==> src/rtl/ram_wr_ctrl.sv <==
// Port-A write controller: writes one pass of (pass_cnt + addr) data, then raises rd_flag for the reader.
// Define RAM_WR_AUTO_RESTART_EN to loop passes forever after the first start.
module ram_wr_ctrl #(
  parameter int RW_CNT_MAX = 64,
  parameter int ADDR_W     = 6,
  parameter int DATA_W     = 8
) (
  input  logic              sys_clk,
  input  logic              sys_rst_n,
  input  logic              start,
  output logic              ram_en_a,
  output logic              ram_we_a,
  output logic [ADDR_W-1:0] ram_addr_a,
  output logic [DATA_W-1:0] ram_wr_data,
  output logic              rd_flag,
  output logic              busy,
  output logic              done,
  output logic [7:0]        pass_cnt
);

  typedef enum logic [1:0] {IDLE, WRITE, READ} state_t;

  state_t            state, state_nxt;
  logic [7:0]        rd_cnt, rd_cnt_nxt;
  logic              last_wr, last_rd;
  logic              en_nxt, rd_flag_nxt, busy_nxt, done_nxt;
  logic [ADDR_W-1:0] addr_nxt;
  logic [DATA_W-1:0] data_nxt;
  logic [7:0]        pass_nxt;

  assign last_wr = (state == WRITE) && (ram_addr_a == ADDR_W'(RW_CNT_MAX - 1));
  assign last_rd = (state == READ)  && (rd_cnt == 8'(RW_CNT_MAX - 1));

  // State and every output are registered together so outputs track the state they describe.
  always_ff @(posedge sys_clk or negedge sys_rst_n) begin
    if (!sys_rst_n) begin
      state       <= IDLE;
      rd_cnt      <= '0;
      ram_en_a    <= 1'b0;
      ram_we_a    <= 1'b0;
      ram_addr_a  <= '0;
      ram_wr_data <= '0;
      rd_flag     <= 1'b0;
      busy        <= 1'b0;
      done        <= 1'b0;
      pass_cnt    <= '0;
    end else begin
      state       <= state_nxt;
      rd_cnt      <= rd_cnt_nxt;
      ram_en_a    <= en_nxt;
      ram_we_a    <= en_nxt;
      ram_addr_a  <= addr_nxt;
      ram_wr_data <= data_nxt;
      rd_flag     <= rd_flag_nxt;
      busy        <= busy_nxt;
      done        <= done_nxt;
      pass_cnt    <= pass_nxt;
    end
  end

  always_comb begin
    state_nxt = state;
    case (state)
      IDLE:    if (start) state_nxt = WRITE;
      WRITE:   if (last_wr) state_nxt = READ;
      READ: begin
        if (last_rd) begin
`ifdef RAM_WR_AUTO_RESTART_EN
          state_nxt = WRITE;
`else
          state_nxt = IDLE;
`endif
        end
      end
      default: state_nxt = IDLE;
    endcase
  end

  // Next-cycle output values; data uses the already-incremented pass count so an
  // auto-restarted pass starts from the new pass_cnt.
  always_comb begin
    pass_nxt    = pass_cnt + {7'd0, last_rd};
    done_nxt    = last_rd;
    en_nxt      = (state_nxt == WRITE);
    rd_flag_nxt = (state_nxt == READ);
    busy_nxt    = (state_nxt != IDLE);
    rd_cnt_nxt  = (state == READ && !last_rd) ? rd_cnt + 8'd1 : 8'd0;
    addr_nxt    = '0;
    data_nxt    = '0;
    if (state_nxt == WRITE) begin
      if (state == WRITE) addr_nxt = ram_addr_a + ADDR_W'(1);
      data_nxt = DATA_W'(pass_nxt) + DATA_W'(addr_nxt);
    end
  end

endmodule

==> config.mk <==
export PLATFORM = sky130hd
export DESIGN_NAME = ram_wr_ctrl
export DESIGN_NICKNAME = d
export VERILOG_FILES = /design/src/rtl/ram_wr_ctrl.sv
export SDC_FILE = /design/constraint.sdc
export NUM_CORES = 1
export LEC_CHECK = 0
export ABC_AREA = 1
export CORE_ASPECT_RATIO = 1.1
export CORE_MARGIN = 4
export CORE_UTILIZATION = 35
export CTS_CLUSTER_DIAMETER = 100
export DETAILED_ROUTE_END_ITERATION = 8
export PLACE_DENSITY = 0.62
export SYNTH_ARGS = -nofsm -noshare
export SYNTH_HDL_FRONTEND = slang
export SYNTH_SLANG_ARGS = --single-unit
export TNS_END_PERCENT = 20
==> constraint.sdc <==
create_clock -name sys_clk -period 4 [get_ports sys_clk]
set_input_delay 0.8 -clock sys_clk [delete_from_list [all_inputs] [get_ports sys_clk]]
set_output_delay 0.8 -clock sys_clk [all_outputs]
set_load 0.02 [all_outputs]
# Yosys cells after proc, flatten, opt, wreduce, memory -nomap -nowiden
# Cells that the tools add are included.
[word_totals]
register_bits = 36
latch_bits = 0
mem_bits_rw = 0
mem_bits_ro = 0
in_bits = 3
output_inout_bits = 27
elab_cells = 34
memories = 0
[op_classes]
addsub = 4
mul = 0
n_div = 0
magnitude_cmp = 0
n_eq_ne = 6
shift = 0
n_mux = 9
n_bitwise = 0
n_reduce_logical = 6
[ops]
columns = ["operator", "n"]
rows = [
  ["2-to-1 mux 6 bit", 3],
  ["2-to-1 mux 8 bit", 2],
  ["adder 8 x 1 -> 8 bit", 1],
  ["adder 8 x 1 -> 8 bit, second input constant", 1],
  ["adder 8 x 6 -> 8 bit", 1],
  ["equality test 8 x 6 -> 1 bit, second input constant", 1],
  ["adder 6 x 1 -> 6 bit, second input constant", 1],
  ["equality test 6 bit, second input constant", 1],
  ["2-to-1 mux 2 bit", 3],
  ["one-hot mux 2 bit (3 select lines)", 1],
  ["equality test 2 x 1 -> 1 bit, second input constant", 2],
  ["equality test 2 bit, second input constant", 2],
  ["logical AND 1 bit", 3],
  ["logical NOT 2 bit", 1],
  ["nonzero test 2 bit", 1],
  ["logical NOT 1 bit", 1],
]

# Depth between registers and ports, before layout
[depth]
ltp_word = 8
ltp_mapped = 19
ltp_nobuf = 19

# Worst setup path after synthesis
# OpenSTA, ideal clock, no wires.
[synth_timing]
path_type = "reg2reg"
start = "register rd_cnt[0]"
end = "register ram_wr_data[7]"
setup_ps = 119
t_arrival_ps = 2691
required_ps = 3881
slack_ps = 1190
stages_incl_launch_ff = 18
path_buffers = 0
period_less_slack_ps = 2810
path_cell_list = "dfrtp_1 ha_1 nand3_1 nor2_2 nand2_1 nor2_2 nand2_1 nor3_1 ha_1 ha_1 nand3_1 xnor2_1 ha_1 a21o_1 nor2_1 nand2_1 a21oi_1 nor2_1"
[synth_between]
word_cells_on_any_way = 8
cone_classes = "add/sub: 2; eq/ne: 2; mux: 3; reduce/logical: 1"
[synth_lines]
columns = ["element", "line_no", "text"]
rows = [
  ["start, declared", "24", "logic [7:0] rd_cnt, rd_cnt_nxt;"],
  ["start signal, assigned", "49", "rd_cnt <= rd_cnt_nxt;"],
  ["equality test 8 x 6 -> 1 bit", "32", "assign last_rd = (state == READ) && (rd_cnt == 8'(RW_CNT_MAX - 1));"],
  ["logical AND 1 bit", "32", ""],
  ["named net done_nxt", "26", "logic en_nxt, rd_flag_nxt, busy_nxt, done_nxt;"],
  ["adder 8 x 1 -> 8 bit", "82", "pass_nxt = pass_cnt + {7'd0, last_rd};"],
  ["named net pass_nxt[4]", "29", "logic [7:0] pass_nxt;"],
  ["adder 8 x 6 -> 8 bit", "92", "data_nxt = DATA_W'(pass_nxt) + DATA_W'(addr_nxt);"],
  ["2-to-1 mux 8 bit", "90", "if (state_nxt == WRITE) begin"],
  ["named net data_nxt[7]", "28", "logic [DATA_W-1:0] data_nxt;"],
  ["end signal, assigned", "53", "ram_wr_data <= data_nxt;"],
  ["end, declared", "14", "output logic [DATA_W-1:0] ram_wr_data,"],
]
# The timed path passes the listed nets, and every way through them passes these cells.

# Worst setup path after layout
# Same ends and word-level chain as after synthesis.

==> flow_summary.yaml <==
grt:
  grt_usage_pct: 12.5
  grt_util_met2_pct: 19.6
  grt.overflow.total: 0
  top_usage_layer: "met2"
  grt_pass1_vias: 1255
  use_met1_pct: 15.8
  antenna_found_initial: 0
  globalRouteMet3Util_pct: 4.12
  grt_start_max_net_pins: 37
  grt_pass1_wl_um: 5740
sta:
  fmax_mhz: 325
  drv_slew: 0
  setup_viol: 0
  layout_min_cycle_time_ns: 3.08
  tns_ns: 0
  timing.slew.headroom_pct: 47.4
  rsz0062_at_grt: "false"
  tightest_slew_ns: 0.789
  fin_skew_ns: 0.00546
  holdWs_ns: 0.458
  hold_violations: 0
  finalCritPeriodShare_pct: 76.9
power:
  switching_share_pct: 36.2
  peakVddDrop_mv: 0.308
  power_frac_clock_pct: 23.9
  p_int_uw: 849
  p_seq_share_pct: 36.5
  p_leak_nw: 1.08
  switchingPower_uw: 481
  p_per_area_mw_per_mm2: 601
  p_comb_share_pct: 39.7
critical_path:
  worstSetupPathType: "reg -> reg"
  cp.required_ns: 4.18
  r2r-end: "ram_wr_data[7]"
  start_kind: "register"
  crit_fanout: 5
  worst_ep_arrival_time_ns: 3.26
  endpoint_kind: "register"
  r2r_slack_ns: 0.92
  ff2ff_path_depth: 17
  timing.rr.start: "rd_cnt[0]"
yosys:
  synth.avg_cell_area_um2: 9.10
  ys_ff_latch: 36
  synth_nets: 208
  synth_area_mm2: 0.00177
  synth_area_leaders: "dfrtp_1 (51%), ha_1 (7.1%), inv_1 (6.2%)"
  synthDistinctLibCells: 26
  syn_inst: 194
  synth_top_area_share_pct: 51.0
  seq_area_frac_synth_pct: 51.0
  synth_area_leader_cell: "dfrtp_1"
  ys_warn_count: 0
placement:
  port_buffers: 29
  postPlaceCellArea_mm2: 0.00210
  place_congestion: 0.756
  post-dp-hpwl_um: 2540
floorplan:
  fp.dieArea_mm2: 0.00625
  start_util_pct: 37.2
  die_h_um: 82.5
  num_io_pins: 30
  die_w_um: 75.7
  core-area_mm2: 0.00475
  rows: 26
run_status:
  status: "complete, no violations"
min_path:
  holdPathStages: 1
  min_to: "rd_cnt[0]"
  hp-start: "rd_cnt[0]"
  min_path_type: "reg -> reg"
cts:
  cts-buffers-inserted: 5
  clockRootBuffer: "clkbuf_8"
  cts_buffer_depth: 2
  cts_tree: "yes"
  post_cts_resized: 0
  clock_latency_ns: 0.29
  postCtsHoldBufs: 0
  clk_pin_slew_ns: 0.08
  htreeDepth: 2
  clock_sinks: 36
  cts_setup_buffers: 0
routing:
  drcViolationCount: 0
  via_count: 1316
  drtIter0Drc: 32
  avgViaCountPerCell: 4.62
  first_pass_iters: 4
  ant_nets: 0
  wirelength_um: 3360
  post_drt_wl_per_cell_um: 11.8
layout:
  area_delta_synth_final_pct: 25.4
  final_cell_mix: "dfrtp_1 (36), inv_1 (29), nor2_1 (29)"
  nNetsFinal: 242
  final_cell_area_mm2: 0.00221
  final_common_cell: "dfrtp_1"
  drive_above_1_share_pct: 9.61
  n_antenna_cell: 0
run:
  maxCapViolCount: 0
## synth_stat cells, drive strengths merged
library cell and instances:
xor2 5, fa 1, a21oi 9, nand3 19, a21o 1, a31o 1, ha 10, nor3b 1
dfrtp 36, buf 2, a21boi 1, o21ai 4, inv 30, o21bai 1, nand4 3, nand2 27
nor3 6, nor2 35, xnor2 2
## how the worst max path moves through the flow
stage	startpoint	endpoint	slack, ns	cells after the start
finish	rd_cnt[0]	ram_wr_data[7]	0.92	17
global route	rd_cnt[0]	ram_wr_data[6]	0.58	19
CTS	rd_cnt[0]	ram_wr_data[7]	0.91	17
detailed placement	rd_cnt[0]	ram_wr_data[7]	0.93	17
global placement	rd_cnt[0]	ram_wr_data[7]	1.04	17
floorplan	rd_cnt[0]	ram_wr_data[7]	1.19	17
## flip-flops by register name, indices dropped and copies added (netlist names)
signal       count
pass_cnt         8
ram_wr_data      8
rd_cnt           8
ram_addr_a       6
state            2
busy             1
done             1
ram_we_a         1
rd_flag          1
## routing by layer
layer | share of wire, % | wire length, um
met5 | 0 | 0
met4 | 0.86 | 29
met3 | 4.9 | 164
met2 | 48 | 1610
met1 | 46 | 1560
## cell type report
cell class | count | area [um2]
Clock buffer | 5 | 68.8
Multi-Input combinational cell | 126 | 733
Fill cell | 479 | 2540
Sequential cell | 36 | 901
Timing Repair Buffer | 29 | 285
Clock inverter | 3 | 42.5
Inverter | 30 | 113
Tap cell | 56 | 70.1
## kinds of logic after synthesis
kind of cell / count (synthesis) / synth area share [%]
AO/OA/AOI/OAI: 17 / 6.10
adder cells (fa/ha/maj): 11 / 8.22
flip-flops: 36 / 51.0
AND/OR/NAND/NOR: 91 / 23.7
buffers and inverters: 32 / 7.44
XOR/XNOR: 7 / 3.47
## power groups by stage
stage / sequential (mW) / combinational [mW] / clock [mW]
after floorplan: 0.568 / 0.257 / 0
after global placement: 0.492 / 0.533 / 0
after detailed placement: 0.491 / 0.537 / 0
after CTS: 0.486 / 0.540 / 0.335
after global routing: 0.497 / 0.589 / 0.347
final: 0.485 / 0.528 / 0.317
## worst max-delay path, cell delays in order, from the launching register on
cell and delay [ns]:
dfrtp_1 0.37, ha_1 0.20, nand3_1 0.12, nor2_2 0.11, nand2_1 0.08, nor2_2 0.10, nand2_1 0.14, nor3_1 0.23
ha_1 0.23, ha_1 0.20, nand3_1 0.12, xnor2_1 0.16, ha_1 0.35, a21o_1 0.20, nor2_1 0.09, nand2_1 0.08
a21oi_1 0.14, nor2_1 0.06
## metrics by stage
step	setup WS, ns	power, mW	std cells	util, %
4_1_cts	0.906	1.36	285	46.6
5_1_grt	0.578	1.43	285	46.6
2_1_floorplan	1.19	0.826	194	-
3_3_place_gp	1.04	1.03	277	44.3
3_5_place_dp	0.934	1.03	277	44.3
6_report	0.923	1.33	285	46.6
Power figures use the tool's default switching activity.
